==> config.mk <==
export PLATFORM = sky130hd
export DESIGN_NAME = cpu_boot_loader_flat
export DESIGN_NICKNAME = d
export VERILOG_FILES = /design/src/rtl/cpu_boot_loader_if.sv /design/src/rtl/cpu_boot_loader.sv /design/src/flat_wrapper.sv
export SDC_FILE = /design/constraint.sdc
export NUM_CORES = 1
export LEC_CHECK = 0
export CAP_MARGIN = 20
export CORE_MARGIN = 1.5
export CORE_UTILIZATION = 45
export CTS_CLUSTER_DIAMETER = 150
export DETAILED_ROUTE_END_ITERATION = 7
export PLACE_DENSITY = 0.72
export SLEW_MARGIN = 20
export SYNTH_ARGS = -nofsm -noshare
export SYNTH_HDL_FRONTEND = slang
export SYNTH_SLANG_ARGS = --single-unit
==> constraint.sdc <==
create_clock -name clk -period 1.65 [get_ports clk]
set_clock_uncertainty 0.05 [all_clocks]
set_input_delay 0.33 -clock clk [delete_from_list [all_inputs] [get_ports clk]]
set_output_delay 0.33 -clock clk [all_outputs]
set_load 0.02 [all_outputs]
==> src/rtl/cpu_boot_loader_if.sv <==
// Host byte stream, CPU bus and memory bus of the 6502 boot loader.
// The loader uses the slave view; the host/bench side uses the master view.
interface cpu_boot_loader_if;
  logic        host_valid;
  logic [7:0]  host_data;
  logic        host_ready;
  logic [15:0] cpu_adr_bus;
  logic [7:0]  cpu_data_out;
  logic        cpu_RW;
  logic        cpu_n_reset;
  logic [15:0] mem_adr;
  logic [7:0]  mem_data_out;
  logic        mem_RW;
  logic        running;
  logic        err;
  logic [15:0] load_count;

  modport master (
    output host_valid, host_data, cpu_adr_bus, cpu_data_out, cpu_RW,
    input  host_ready, cpu_n_reset, mem_adr, mem_data_out, mem_RW,
           running, err, load_count
  );

  modport slave (
    input  host_valid, host_data, cpu_adr_bus, cpu_data_out, cpu_RW,
    output host_ready, cpu_n_reset, mem_adr, mem_data_out, mem_RW,
           running, err, load_count
  );
endinterface

==> src/rtl/cpu_boot_loader.sv <==
// Boot loader for the 6502 core: holds the CPU in reset, parses host
// commands (L = load, R = run, H = halt), writes program bytes into memory
// and owns the memory-bus mux between loader and CPU.
module cpu_boot_loader #(
  parameter int RESET_CYCLES = 4,
  parameter int AUTO_RUN     = 0
) (
  input logic         clk,
  input logic         reset,
  cpu_boot_loader_if.slave bus
);

  localparam logic [2:0] CMD  = 3'd0;
  localparam logic [2:0] AH   = 3'd1;
  localparam logic [2:0] AL   = 3'd2;
  localparam logic [2:0] LH   = 3'd3;
  localparam logic [2:0] LL   = 3'd4;
  localparam logic [2:0] DATA = 3'd5;
  localparam logic [2:0] WR   = 3'd6;

  localparam logic [7:0] RESET_LIMIT = 8'(RESET_CYCLES);

  logic [2:0]  state_q, state_d;
  logic        run_q, run_d;
  logic        err_q, err_d;
  logic        started_q;
  logic [15:0] curAdr_q, curAdr_d;
  logic [15:0] remain_q, remain_d;
  logic [15:0] loadCount_q, loadCount_d;
  logic [15:0] memAdr_q, memAdr_d;
  logic [7:0]  memData_q, memData_d;
  logic        memRW_q, memRW_d;
  logic [7:0]  haltCnt_q, haltCnt_d;
  logic        nReset_q, nReset_d;

  logic        hostReady;
  logic        hostAccept;
  logic [7:0]  haltCntSat;

  // The first cycle after reset refuses host bytes, as does the write cycle.
  assign hostReady  = started_q && (state_q != WR);
  assign hostAccept = bus.host_valid && hostReady;
  assign haltCntSat = (haltCnt_q == RESET_LIMIT) ? haltCnt_q : haltCnt_q + 8'd1;

  // Command parser and loader write sequencing.
  always_comb begin
    state_d     = state_q;
    run_d       = run_q;
    err_d       = err_q;
    curAdr_d    = curAdr_q;
    remain_d    = remain_q;
    loadCount_d = loadCount_q;
    memAdr_d    = memAdr_q;
    memData_d   = memData_q;
    memRW_d     = memRW_q;
    case (state_q)
      CMD: begin
        if (hostAccept) begin
          case (bus.host_data)
            8'h4C: begin
              run_d   = 1'b0;
              state_d = AH;
            end
            8'h52:   run_d = 1'b1;
            8'h48:   run_d = 1'b0;
            default: err_d = 1'b1;
          endcase
        end
      end
      AH: begin
        if (hostAccept) begin
          curAdr_d = {bus.host_data, curAdr_q[7:0]};
          state_d  = AL;
        end
      end
      AL: begin
        if (hostAccept) begin
          curAdr_d = {curAdr_q[15:8], bus.host_data};
          state_d  = LH;
        end
      end
      LH: begin
        if (hostAccept) begin
          remain_d = {bus.host_data, remain_q[7:0]};
          state_d  = LL;
        end
      end
      LL: begin
        if (hostAccept) begin
          remain_d    = {remain_q[15:8], bus.host_data};
          loadCount_d = 16'd0;
          state_d     = ({remain_q[15:8], bus.host_data} == 16'd0) ? CMD : DATA;
        end
      end
      DATA: begin
        if (hostAccept) begin
          memData_d = bus.host_data;
          memAdr_d  = curAdr_q;
          memRW_d   = 1'b0;
          state_d   = WR;
        end
      end
      WR: begin
        memRW_d     = 1'b1;
        curAdr_d    = curAdr_q + 16'd1;
        remain_d    = remain_q - 16'd1;
        loadCount_d = loadCount_q + 16'd1;
        state_d     = (remain_q == 16'd1) ? CMD : DATA;
      end
      default: state_d = CMD;
    endcase
  end

  // Halt counter: keeps the CPU in reset for RESET_CYCLES before any release.
  always_comb begin
    haltCnt_d = haltCnt_q;
    nReset_d  = nReset_q;
    if (!run_q) begin
      nReset_d  = 1'b0;
      haltCnt_d = nReset_q ? 8'd0 : haltCntSat;
    end else if (!nReset_q) begin
      haltCnt_d = haltCntSat;
      nReset_d  = (haltCnt_q == RESET_LIMIT);
    end
  end

  // State registers with synchronous reset.
  always_ff @(posedge clk) begin
    if (reset) begin
      state_q     <= CMD;
      run_q       <= (AUTO_RUN != 0);
      err_q       <= 1'b0;
      started_q   <= 1'b0;
      curAdr_q    <= 16'd0;
      remain_q    <= 16'd0;
      loadCount_q <= 16'd0;
      memAdr_q    <= 16'd0;
      memData_q   <= 8'd0;
      memRW_q     <= 1'b1;
      haltCnt_q   <= 8'd0;
      nReset_q    <= 1'b0;
    end else begin
      state_q     <= state_d;
      run_q       <= run_d;
      err_q       <= err_d;
      started_q   <= 1'b1;
      curAdr_q    <= curAdr_d;
      remain_q    <= remain_d;
      loadCount_q <= loadCount_d;
      memAdr_q    <= memAdr_d;
      memData_q   <= memData_d;
      memRW_q     <= memRW_d;
      haltCnt_q   <= haltCnt_d;
      nReset_q    <= nReset_d;
    end
  end

  assign bus.host_ready   = hostReady;
  assign bus.cpu_n_reset  = nReset_q;
  assign bus.running      = nReset_q;
  assign bus.err          = err_q;
  assign bus.load_count   = loadCount_q;
  assign bus.mem_adr      = nReset_q ? bus.cpu_adr_bus  : memAdr_q;
  assign bus.mem_data_out = nReset_q ? bus.cpu_data_out : memData_q;
  assign bus.mem_RW       = nReset_q ? bus.cpu_RW       : memRW_q;

endmodule

==> src/flat_wrapper.sv <==
// flat-port wrapper written by rule: the top's interface ports become plain ports
module cpu_boot_loader_flat 
#(
  parameter int RESET_CYCLES = 4,
  parameter int AUTO_RUN     = 0
)
  (clk, reset, bus_host_valid, bus_host_data, bus_cpu_adr_bus, bus_cpu_data_out, bus_cpu_RW, bus_host_ready, bus_cpu_n_reset, bus_mem_adr, bus_mem_data_out, bus_mem_RW, bus_running, bus_err, bus_load_count);
  cpu_boot_loader_if bus_i ();
  input logic clk;
  input logic reset;
  input wire logic [$bits(bus_i.host_valid)-1:0] bus_host_valid;
  input wire logic [$bits(bus_i.host_data)-1:0] bus_host_data;
  input wire logic [$bits(bus_i.cpu_adr_bus)-1:0] bus_cpu_adr_bus;
  input wire logic [$bits(bus_i.cpu_data_out)-1:0] bus_cpu_data_out;
  input wire logic [$bits(bus_i.cpu_RW)-1:0] bus_cpu_RW;
  output wire logic [$bits(bus_i.host_ready)-1:0] bus_host_ready;
  output wire logic [$bits(bus_i.cpu_n_reset)-1:0] bus_cpu_n_reset;
  output wire logic [$bits(bus_i.mem_adr)-1:0] bus_mem_adr;
  output wire logic [$bits(bus_i.mem_data_out)-1:0] bus_mem_data_out;
  output wire logic [$bits(bus_i.mem_RW)-1:0] bus_mem_RW;
  output wire logic [$bits(bus_i.running)-1:0] bus_running;
  output wire logic [$bits(bus_i.err)-1:0] bus_err;
  output wire logic [$bits(bus_i.load_count)-1:0] bus_load_count;
  assign bus_i.host_valid = bus_host_valid;
  assign bus_i.host_data = bus_host_data;
  assign bus_i.cpu_adr_bus = bus_cpu_adr_bus;
  assign bus_i.cpu_data_out = bus_cpu_data_out;
  assign bus_i.cpu_RW = bus_cpu_RW;
  assign bus_host_ready = bus_i.host_ready;
  assign bus_cpu_n_reset = bus_i.cpu_n_reset;
  assign bus_mem_adr = bus_i.mem_adr;
  assign bus_mem_data_out = bus_i.mem_data_out;
  assign bus_mem_RW = bus_i.mem_RW;
  assign bus_running = bus_i.running;
  assign bus_err = bus_i.err;
  assign bus_load_count = bus_i.load_count;
  cpu_boot_loader #(.RESET_CYCLES(RESET_CYCLES), .AUTO_RUN(AUTO_RUN)) u_core (.clk(clk), .reset(reset), .bus(bus_i));
endmodule
* Yosys cells after proc, flatten, opt, wreduce, memory -nomap -nowiden
Index checks and enable logic that the tools add are counted.
** Storage, ports and cells
- Register bits :: 88
- Input port bits :: 36
- Word-level logic and storage cells :: 95
** Cells by class
- $add $sub $neg :: 4
- Equality and inequality tests :: 20
- Mux-type cells :: 28
- Bitwise operators :: 6
- Reduce and logical (&&, ||, !) cells :: 23
** Operators by type and width (number)
- 16-bit one-hot mux with 3 select lines :: 2
- 16-bit 2-to-1 mux :: 3
- 8-bit 2-to-1 mux :: 6
- 16-bit by 1-bit adder with 16-bit output, second input constant :: 2
- 16-bit one-hot mux with 2 select lines :: 1
- 3-bit 2-to-1 mux :: 9
- 8-bit by 7-bit == test with 1-bit output, second input constant :: 3
- 3-bit one-hot mux with 7 select lines :: 1
- 3-bit AND reduction :: 6
- 16-bit by 1-bit == test with 1-bit output, second input constant :: 1
- 16-bit zero test :: 1
- 16-bit by 1-bit subtractor with 16-bit output, second input constant :: 1
- 2-bit by 1-bit inequality test with 1-bit output, second input constant :: 6
- 2-bit nonzero test :: 6
- 3-bit == test, second input constant :: 3
- 8-bit by 1-bit adder with 8-bit output, second input constant :: 1
- 8-bit by 3-bit == test with 1-bit output, second input constant :: 1
- 7-bit AND reduction :: 1
- 3-bit by 2-bit == test with 1-bit output, second input constant :: 2
- 1-bit NOT :: 6
- 2-bit AND reduction :: 3
- 1-bit 2-to-1 mux :: 4
- 2-bit inequality test, second input constant :: 2
- 1-bit one-hot mux with 2 select lines :: 2
- 6 further kinds :: 8

* Logic depth before layout (Yosys ltp)
Gate-level depths: netlist (run 1).
- Word-level depth :: 5
- Depth in mapped cells :: 8
- Gate-level depth less buffers :: 7

* Worst setup path before layout (run 1)
Ideal clock, no wire load.
- Path type :: register -> output
- Start point :: reg u_core.nReset_q, in the netlist u_core.bus.cpu_n_reset
- End point :: out bus_mem_adr[0]
- Arrival :: 1.464 ns
- Data required time :: 1.270 ns
- Path slack :: -0.194 ns
- Cell stages (with the launch flop) :: 4
- Buffers on the path :: 2
- Path through :: dfxtp_1 > clkbuf_1 > clkbuf_1 > mux2_2
** Between the ends
- Cells in the longest elaborated chain, start to end :: 1
** Ends and longest elaborated chain
- start: declaration :: line cpu_boot_loader.sv:34 : logic nReset_q, nReset_d;
- start signal: assignment :: line cpu_boot_loader.sv:154 : nReset_q <= nReset_d;
- 16-bit 2-to-1 mux :: line cpu_boot_loader.sv:163 : assign bus.mem_adr = nReset_q ? bus.cpu_adr_bus : memAdr_q;
- end: declaration :: line flat_wrapper.sv:18 : output wire logic [$bits(bus_i.mem_adr)-1:0] bus_mem_adr;
No other way between the ends.

* Worst setup path in the final report (run 1)
- Start point :: reg u_core.nReset_q, in the netlist u_core.bus.cpu_n_reset
- End point :: out bus_mem_data_out[7]
** Between the ends
- Cells in the longest elaborated chain, start to end :: 1
** Ends and longest elaborated chain
- 8-bit 2-to-1 mux :: line cpu_boot_loader.sv:164 : assign bus.mem_data_out = nReset_q ? bus.cpu_data_out : memData_q;
- end: declaration :: line flat_wrapper.sv:19 : output wire logic [$bits(bus_i.mem_data_out)-1:0] bus_mem_data_out;
No other way between the ends.

==> metrics.md, run 1 <==
| Metric | Value |
|---|---|
| Post-Syn Instances | `607` |
| Worst r2r path cells | `6` |
| Fmax achieved | `0.560 GHz` |
| Final antenna-violating net count | `0` |
| # clock sinks | `around 90` |
| Worst setup EP type | `output port` |
| Failing checks | `setup timing` |
| First-pass GRT wire length | `23.0 mm` |
| Setup TNS Final | `-2.81 ns` |
| Nets | `roughly 810` |
| DRC viols | `0` |
| Clk slew on worst S/H paths | `0.10 ns` |
| Startpoint Class | `register` |
| Die Area | `0.0112 sq mm` |
| Leakage | `0.00281 uW` |
| Placed Instances | `890` |
| Worst slew pin tran | `between 0.3 and 0.4 ns` |
| Via density | `slightly below 6` |
| CP max stage delay | `0.39 ns` |
| Antenna cells | `0` |
| EDFF count, synth | `0` |
| Port Buf Inserts | `80` |
| R2r startpoint | `u_core.curAdr_q[0]$_SDFFE_PP0P_` |
| Mux contribution to synthesized area | `6.37%` |
| Largest fanout on the critical path | `14` |
| Clk root buf | `clkbuf_8` |
| Setup ws final | `-0.137 ns` |
| Post-synthesis cell area | `0.00475 sq mm` |
| Syn-to-layout area delta | `45.9%` |
| Core area | `0.0103 sq mm` |
| CP bufs+invs | `2` |
| Worst Setup EP | `bus_mem_data_out[7]` |
| Synth top area share | `between 30 and 40%` |
| Largest family of logic cells by synthesized area | `simple AND/OR/NAND/NOR gates` |
| Hold Path Class | `primary input to register` |
| Synth Area in Compound Gates | `between 20% and 30%` |
| Number of cells on the critical path | `3` |
| Drt pass-1 iters | `5` |
| Number of max-cap violations | `0` |
| Critical Path AT | `between 1 and 1.5 ns` |
| Vias in the first global route | `4953` |
| Status | `finished, violations left` |
| Synth Area in Adders | `~1.6%` |
| Syn_nets | `649` |
| FP Rows | `37` |
| Placer Congestion | `0.921` |
| Layout cells sized above 1 | `33.9%` |
| RSZ-0062 raised after global routing | `true` |
| Syn_area_per_cell | `7.83 sq um` |
| Cts bufs inserted | `9` |
| Die span in y | `106 um` |
| Post-synthesis register bit count | `88` |
| Worst-skew pair later-pin latency | `roughly 0.36 ns` |
| Fillers | `860` |
| Yosys warns | `0` |
| DR iter-0 viols | `approximately 290` |
| Hold Slack | `0.224 ns` |
| Layout Cells excl Fill | `912` |
| VDD IR max | `467 uV` |
| Grt total ovfl | `0` |
| Required @ worst endpoint | `1.27 ns` |
| Slowest stage cell, crit path | `dfxtp_4` |
| Sequential element share of the synthesized area | `37.1%` |
| Top delay family on crit path | `flip-flops` |
| Final hold violation count | `0` |
| Synth area leader | `dfxtp_1` |
| Post-route core utilization | `67.5%` |
| Routed wire length | `14.7 mm` |
| GRT Resource Usage Total | `25.2%` |
| WL/cell | `16.1 um` |
| R2r setup slk | `0.03 ns` |
| Via Count | `5299` |
| Max Root-Sink Buffers | `2` |
| # setup viols final | `25` |
| Share of synthesized registers carrying an async set or reset | `0%` |
| Worst-path cell chain | `buf_12 > mux2_2 > buf_2` |
| Final worst path period need | `between 1.5 and 2 ns` |
| Largest net degree at the start of global routing | `53` |
| Initial antenna violation count | `0` |
| R2R Path End | `u_core.curAdr_q[7]$_SDFFE_PP0P_` |
| Main flop type after synthesis | `dfxtp_1` |
| Max Slew Vio Count | `0` |
| I/O pin count | `81` |
| Synth area leaders | `dfxtp_1, nand2_1, a21oi_1, mux2_2, nor2_1` |
| Cts hold-fix bufs | `0` |
| HPWL Detailed | `10.1 mm` |
| Netlist cell types | `63` |
| Critical path class | `register to output port` |
| Synth Area in Simple Gates | `26.3%` |
| Post-synthesis xor/xnor area fraction | `about 1.1%` |
| Starting Density | `~46%` |
| CTS H-tree depth | `3` |
| Pre-CTS WS | `-0.407 ns` |
| Cell Pwr Density | `601 mW/mm^2` |
| CTS tree | `yes` |
| Crit path from | `u_core.bus.cpu_n_reset$_SDFF_PP0_` |
| Max-slew headroom | `74.8%` |
| Die Width | `around 110 um` |
| Tcrit/Tclk final | `108%` |
cells in the mapped netlist, drive strengths merged (2+ instances only):
master / number
a311oi: 8
a211oi: 6
o22ai: 3
nor3: 16
and2: 4
xnor2: 4
and3b: 3
nand3: 24
a32o: 3
o41ai: 3
nor4: 7
and3: 7
o21ai: 30
nor2b: 6
nand4: 9
xor2: 2
a41oi: 2
ha: 6
o21a: 3
or3: 3
a21oi: 74
a31oi: 8
nor2: 49
buf: 11
or2: 4
dfxtp: 88
mux2: 26
o211a: 2
nor3b: 4
and4: 2
o211ai: 5
a2bb2oi: 2
nand2: 100
clkbuf: 28
o31ai: 2
o311ai: 4
a22oi: 10
or4: 5
inv: 8
nand2b: 7
nand3b: 4
a221oi: 4
metrics by stage:
| step | total power (uW) | cell area [sq um] |
|---|---|---|
| final | 4160 | 6930 |
| after global routing | 4290 | 6930 |
| after CTS | 4170 | 6640 |
| after detailed placement | 2550 | 6430 |
| after global placement | 2540 | 6430 |
| after floorplan | 2330 | 4790 |
final cells by class:
class | count | area, sq um | area share (%)
Sequential cell | 88 | 1810 | 26.1
Timing Repair Buffer | 192 | 1590 | 22.9
Clock inverter | 5 | 81.3 | 1.17
Multi-Input combinational cell | 472 | 3120 | 45.0
Clock buffer | 11 | 131 | 1.89
Tap cell | 136 | 170 | 2.45
Inverter | 8 | 35.0 | 0.505
state kept, by name (all words and copies together), names as in the netlist:
register,flops
u_core.started_q,1
u_core.memData_q,8
u_core.run_q,1
u_core.remain_q,16
u_core.bus.load_count,16
u_core.bus.cpu_n_reset,1
u_core.memRW_q,1
u_core.state_q,3
u_core.curAdr_q,16
u_core.haltCnt_q,8
u_core.bus.err,1
u_core.memAdr_q,16
how the worst min path moves through the flow:
| stage | startpoint | to | cells after the start |
|---|---|---|---|
| after CTS | reset | u_core.started_q$_DFF_P_ | 2 |
| after floorplan | u_core.memAdr_q[0]$_SDFFE_PP0P_ | u_core.memAdr_q[0]$_SDFFE_PP0P_ | 2 |
| after detailed placement | u_core.memAdr_q[0]$_SDFFE_PP0P_ | u_core.memAdr_q[0]$_SDFFE_PP0P_ | 2 |
| final | reset | u_core.started_q$_DFF_P_ | 2 |
| after global routing | reset | u_core.started_q$_DFF_P_ | 2 |
| after global placement | u_core.memAdr_q[4]$_SDFFE_PP0P_ | u_core.memAdr_q[4]$_SDFFE_PP0P_ | 2 |
layout by cell type, fill, tap and decap left out, types with 4 or more instances in the layout:
cell type	synthesis	routed
nand3b_1	4	4
nand3_1	24	22
buf_4	1	104
clkdlybuf4s50_1	0	32
and3_1	7	6
a22oi_1	10	10
nand2b_1	7	7
xnor2_1	4	4
nand2_1	99	96
nor4_4	0	4
dfxtp_1	88	63
o21ai_0	11	10
a21oi_1	74	71
dfxtp_4	0	8
buf_12	0	5
o21ai_1	19	17
o211ai_1	5	5
dlygate4sd2_1	0	17
a311oi_1	8	8
nor3_1	16	12
clkbuf_8	0	9
buf_2	9	24
buf_6	0	8
dfxtp_2	0	17
mux2_2	26	24
a31oi_1	7	7
nor2_1	47	45
nor2b_1	6	5
nand4_1	9	9
inv_1	8	6
a211oi_1	6	6
worst register-to-register path: stages, from the launching register on:
cell	delay (ns)
dfxtp_4	0.38
nand2_1	0.09
buf_4	0.15
or3_1	0.41
o21ai_1	0.14
a21oi_1	0.09
a311oi_1	0.23
repair_timing:
item / 4_1_cts / 5_1_grt
setup buffers: 4 / 3
cloned: 1 / 0
pin swaps: 9 / 22
gates resized for setup: 159 / 71
setup endpoints to repair: 65 / 70
metal layers:
| metal | wire [um] | track usage [%] |
|---|---|---|
| met5 | 0 | 0 |
| met4 | 290 | 9.17 |
| met3 | 726 | 3.83 |
| met2 | 7370 | 44.3 |
| met1 | 6330 | 31.0 |
logic make-up after synthesis:
logic type | Yosys count
compound gates | 177
xor+xnor | 6
fa+ha+maj | 6
buf+inv | 47
flops | 88
mux | 27
simple gates | 256
report_power, final:
| group | switching [uW] | leakage, uW | internal [uW] |
|---|---|---|---|
| Combinational | 178 | 0.00198 | 193 |
| Clock | 792 | 0.000104 | 858 |
| Sequential | 16.2 | 0.000725 | 2130 |
| Total | 987 | 0.00281 | 3180 |
No activity file was read; power rests on OpenSTA's default activity.
==> run 2: changes to the inputs <==
- SLEW_MARGIN: 20 -> unset
==> results of run 2 <==
Same layout as run 1: the final DEF is identical, and so are final timing and power.
==> run 3: changes to the inputs <==
- TNS_END_PERCENT: unset -> 50
==> metrics.md, run 3 (synthesis gave the netlist of run 1 again) <==
| Metric | Value |
|---|---|
| Die Area | `0.0112 sq mm` |
| Cell mode on critical path | `buf_6` |
| Setup ws final | `-0.201 ns` |
| Hold Slack | `approximately 0.15 ns` |
| Max Root-Sink Buffers | `2` |
| Antenna cells | `0` |
| Critical path class | `register to output port` |
| I/O pin count | `81` |
| Worst setup EP type | `output port` |
| Pre-CTS WS | `-0.447 ns` |
| # setup viols final | `33` |
| FP Rows | `37` |
| Starting Density | `46.3%` |
| Syn-to-layout area delta | `53.5%` |
| Placer Congestion | `around 1` |
| Slowest stage cell, crit path | `dfxtp_4` |
| Power Total | `4240 uW` |
| Die Width | `about 110 um` |
| Clk slew on worst S/H paths | `0.09 ns` |
| WL/cell | `17.9 um` |
| Worst-path cell chain | `buf_6 > buf_12 > mux2_4 > buf_6` |
| Cts hold-fix bufs | `0` |
| Fillers | `slightly below 800` |
| First-pass GRT wire length | `25.2 mm` |
| Routed wire length | `16.4 mm` |
| Commonest non-fill, non-tap cell in the layout | `buf_4` |
| Vias in the first global route | `5283` |
| Failing checks | `setup timing` |
| Tcrit/Tclk final | `112%` |
| DR iter-0 viols | `297` |
| Multi-input logic area | `0.00324 sq mm` |
| Startpoint Class | `register` |
| Required @ worst endpoint | `between 1 and 1.5 ns` |
| RSZ-0062 raised after global routing | `true` |
| Drt pass-1 iters | `5` |
| Via density | `5.94` |
| Initial antenna violation count | `0` |
| Most frequent cells in the layout | `buf_4, nand2_1, a21oi_1, dfxtp_1, nor2_1` |
| Setup TNS Final | `-4.87 ns` |
| Hold Path Class | `primary input to register` |
| DRC viols | `0` |
| Top delay family on crit path | `buffers and inverters` |
| # clock sinks | `between 80 and 90` |
| Cell Pwr Density | `~580 mW/mm^2` |
| Port Buf Inserts | `80` |
| Die span in y | `106 um` |
| Fmax achieved | `0.540 GHz` |
| Number of max-cap violations | `0` |
| Max Slew Vio Count | `0` |
| Post-route core utilization | `71.0%` |
| Leakage | `0.00292 uW` |
| CP max stage delay | `0.37 ns` |
| Core area | `0.0103 sq mm` |
| Grt total ovfl | `0` |
| Largest net degree at the start of global routing | `around 40` |
| Worst slew pin tran | `0.485 ns` |
| Max-slew headroom | `67.6%` |
| HPWL Detailed | `10.5 mm` |
| Status | `finished, violations left` |
| Via Count | `5457` |
| Final hold violation count | `0` |
| VDD IR max | `484 uV` |
| Worst-skew pair later-pin latency | `0.38 ns` |
| GRT Resource Usage Total | `28.2%` |
| Largest fanout on the critical path | `7` |
| Critical Path AT | `1.47 ns` |
| Register Area | `approximately 0.0018 sq mm` |
| CTS H-tree depth | `3` |
| CP bufs+invs | `3` |
| Nets | `819` |
| Final antenna-violating net count | `0` |
| Clk root buf | `clkbuf_8` |
| Cts bufs inserted | `9` |
| CTS tree | `yes` |
| Final worst path period need | `1.85 ns` |
| Layout cells sized above 1 | `34.7%` |
-- run 3: cell count changes in the layout (fill, tap and decap cells not counted), moves of 4 or more --
cell     before  now
mux2_4        2   25
mux2_2       24    1
buf_2        24    2
buf_6         8   38
dfxtp_1      63   67
-- run 3: where the power goes --
part | internal [uW] | leakage, uW | switching (uW)
registers | 2130 | 0.000721 | 16.4
logic | 189 | 0.00209 | 185
clock network | 862 | 0.000103 | 855
-- run 3: through the flow --
step | instances | instance area [sq um]
final | 918 | 7300
after global routing | 918 | 7300
after floorplan | 607 | 4770
after global placement | 889 | 6390
after CTS | 915 | 6960
after detailed placement | 889 | 6390
-- run 3: routing by layer --
layer / global-route usage [%] / share of wire, %
met1: 33.4 / 41
met5: 0 / 0
met3: 5.69 / 6.3
met2: 49.1 / 49
met4: 12.7 / 3.9
-- run 3: cell type report --
cell class              instances  area share [%]
multi-input cells             472            44.4
repair buffers                198            25.1
flip-flops and latches         88            24.7
well taps                     136            2.33
clock buffers                  10            1.75
clock inverters                 6            1.27
inverters                       8           0.446
-- run 3: worst paths after layout --
check                                     from                                    end  slack, ns  cells after the start
max          u_core.bus.cpu_n_reset$_SDFF_PP0_                         bus_mem_adr[1]      -0.20                      4
max reg2reg    u_core.remain_q[1]$_SDFFE_PP0P_       u_core.remain_q[14]$_SDFFE_PP0P_      -0.11                      9
min                                      reset  u_core.bus.load_count[7]$_SDFFE_PP0P_       0.15                      2
min reg2reg    u_core.memAdr_q[0]$_SDFFE_PP0P_        u_core.memAdr_q[0]$_SDFFE_PP0P_       0.41                      2
-- run 3: worst register-to-register path: stages (launching register included) --
cell	delay, ns
dfxtp_4	0.38
inv_4	0.07
ha_4	0.13
nor3b_4	0.22
buf_6	0.15
buf_4	0.11
nand4_1	0.11
xnor2_1	0.19
a22oi_1	0.09
a21oi_1	0.18
-- run 3: repair_timing --
action                                  4_1_cts  5_1_grt
gates resized for setup                     245       70
pin swaps                                    10       30
endpoints found under the hold margin         0        0
endpoints found under the setup margin       80       75
cloned                                        3        0
buffers inserted                              8        6
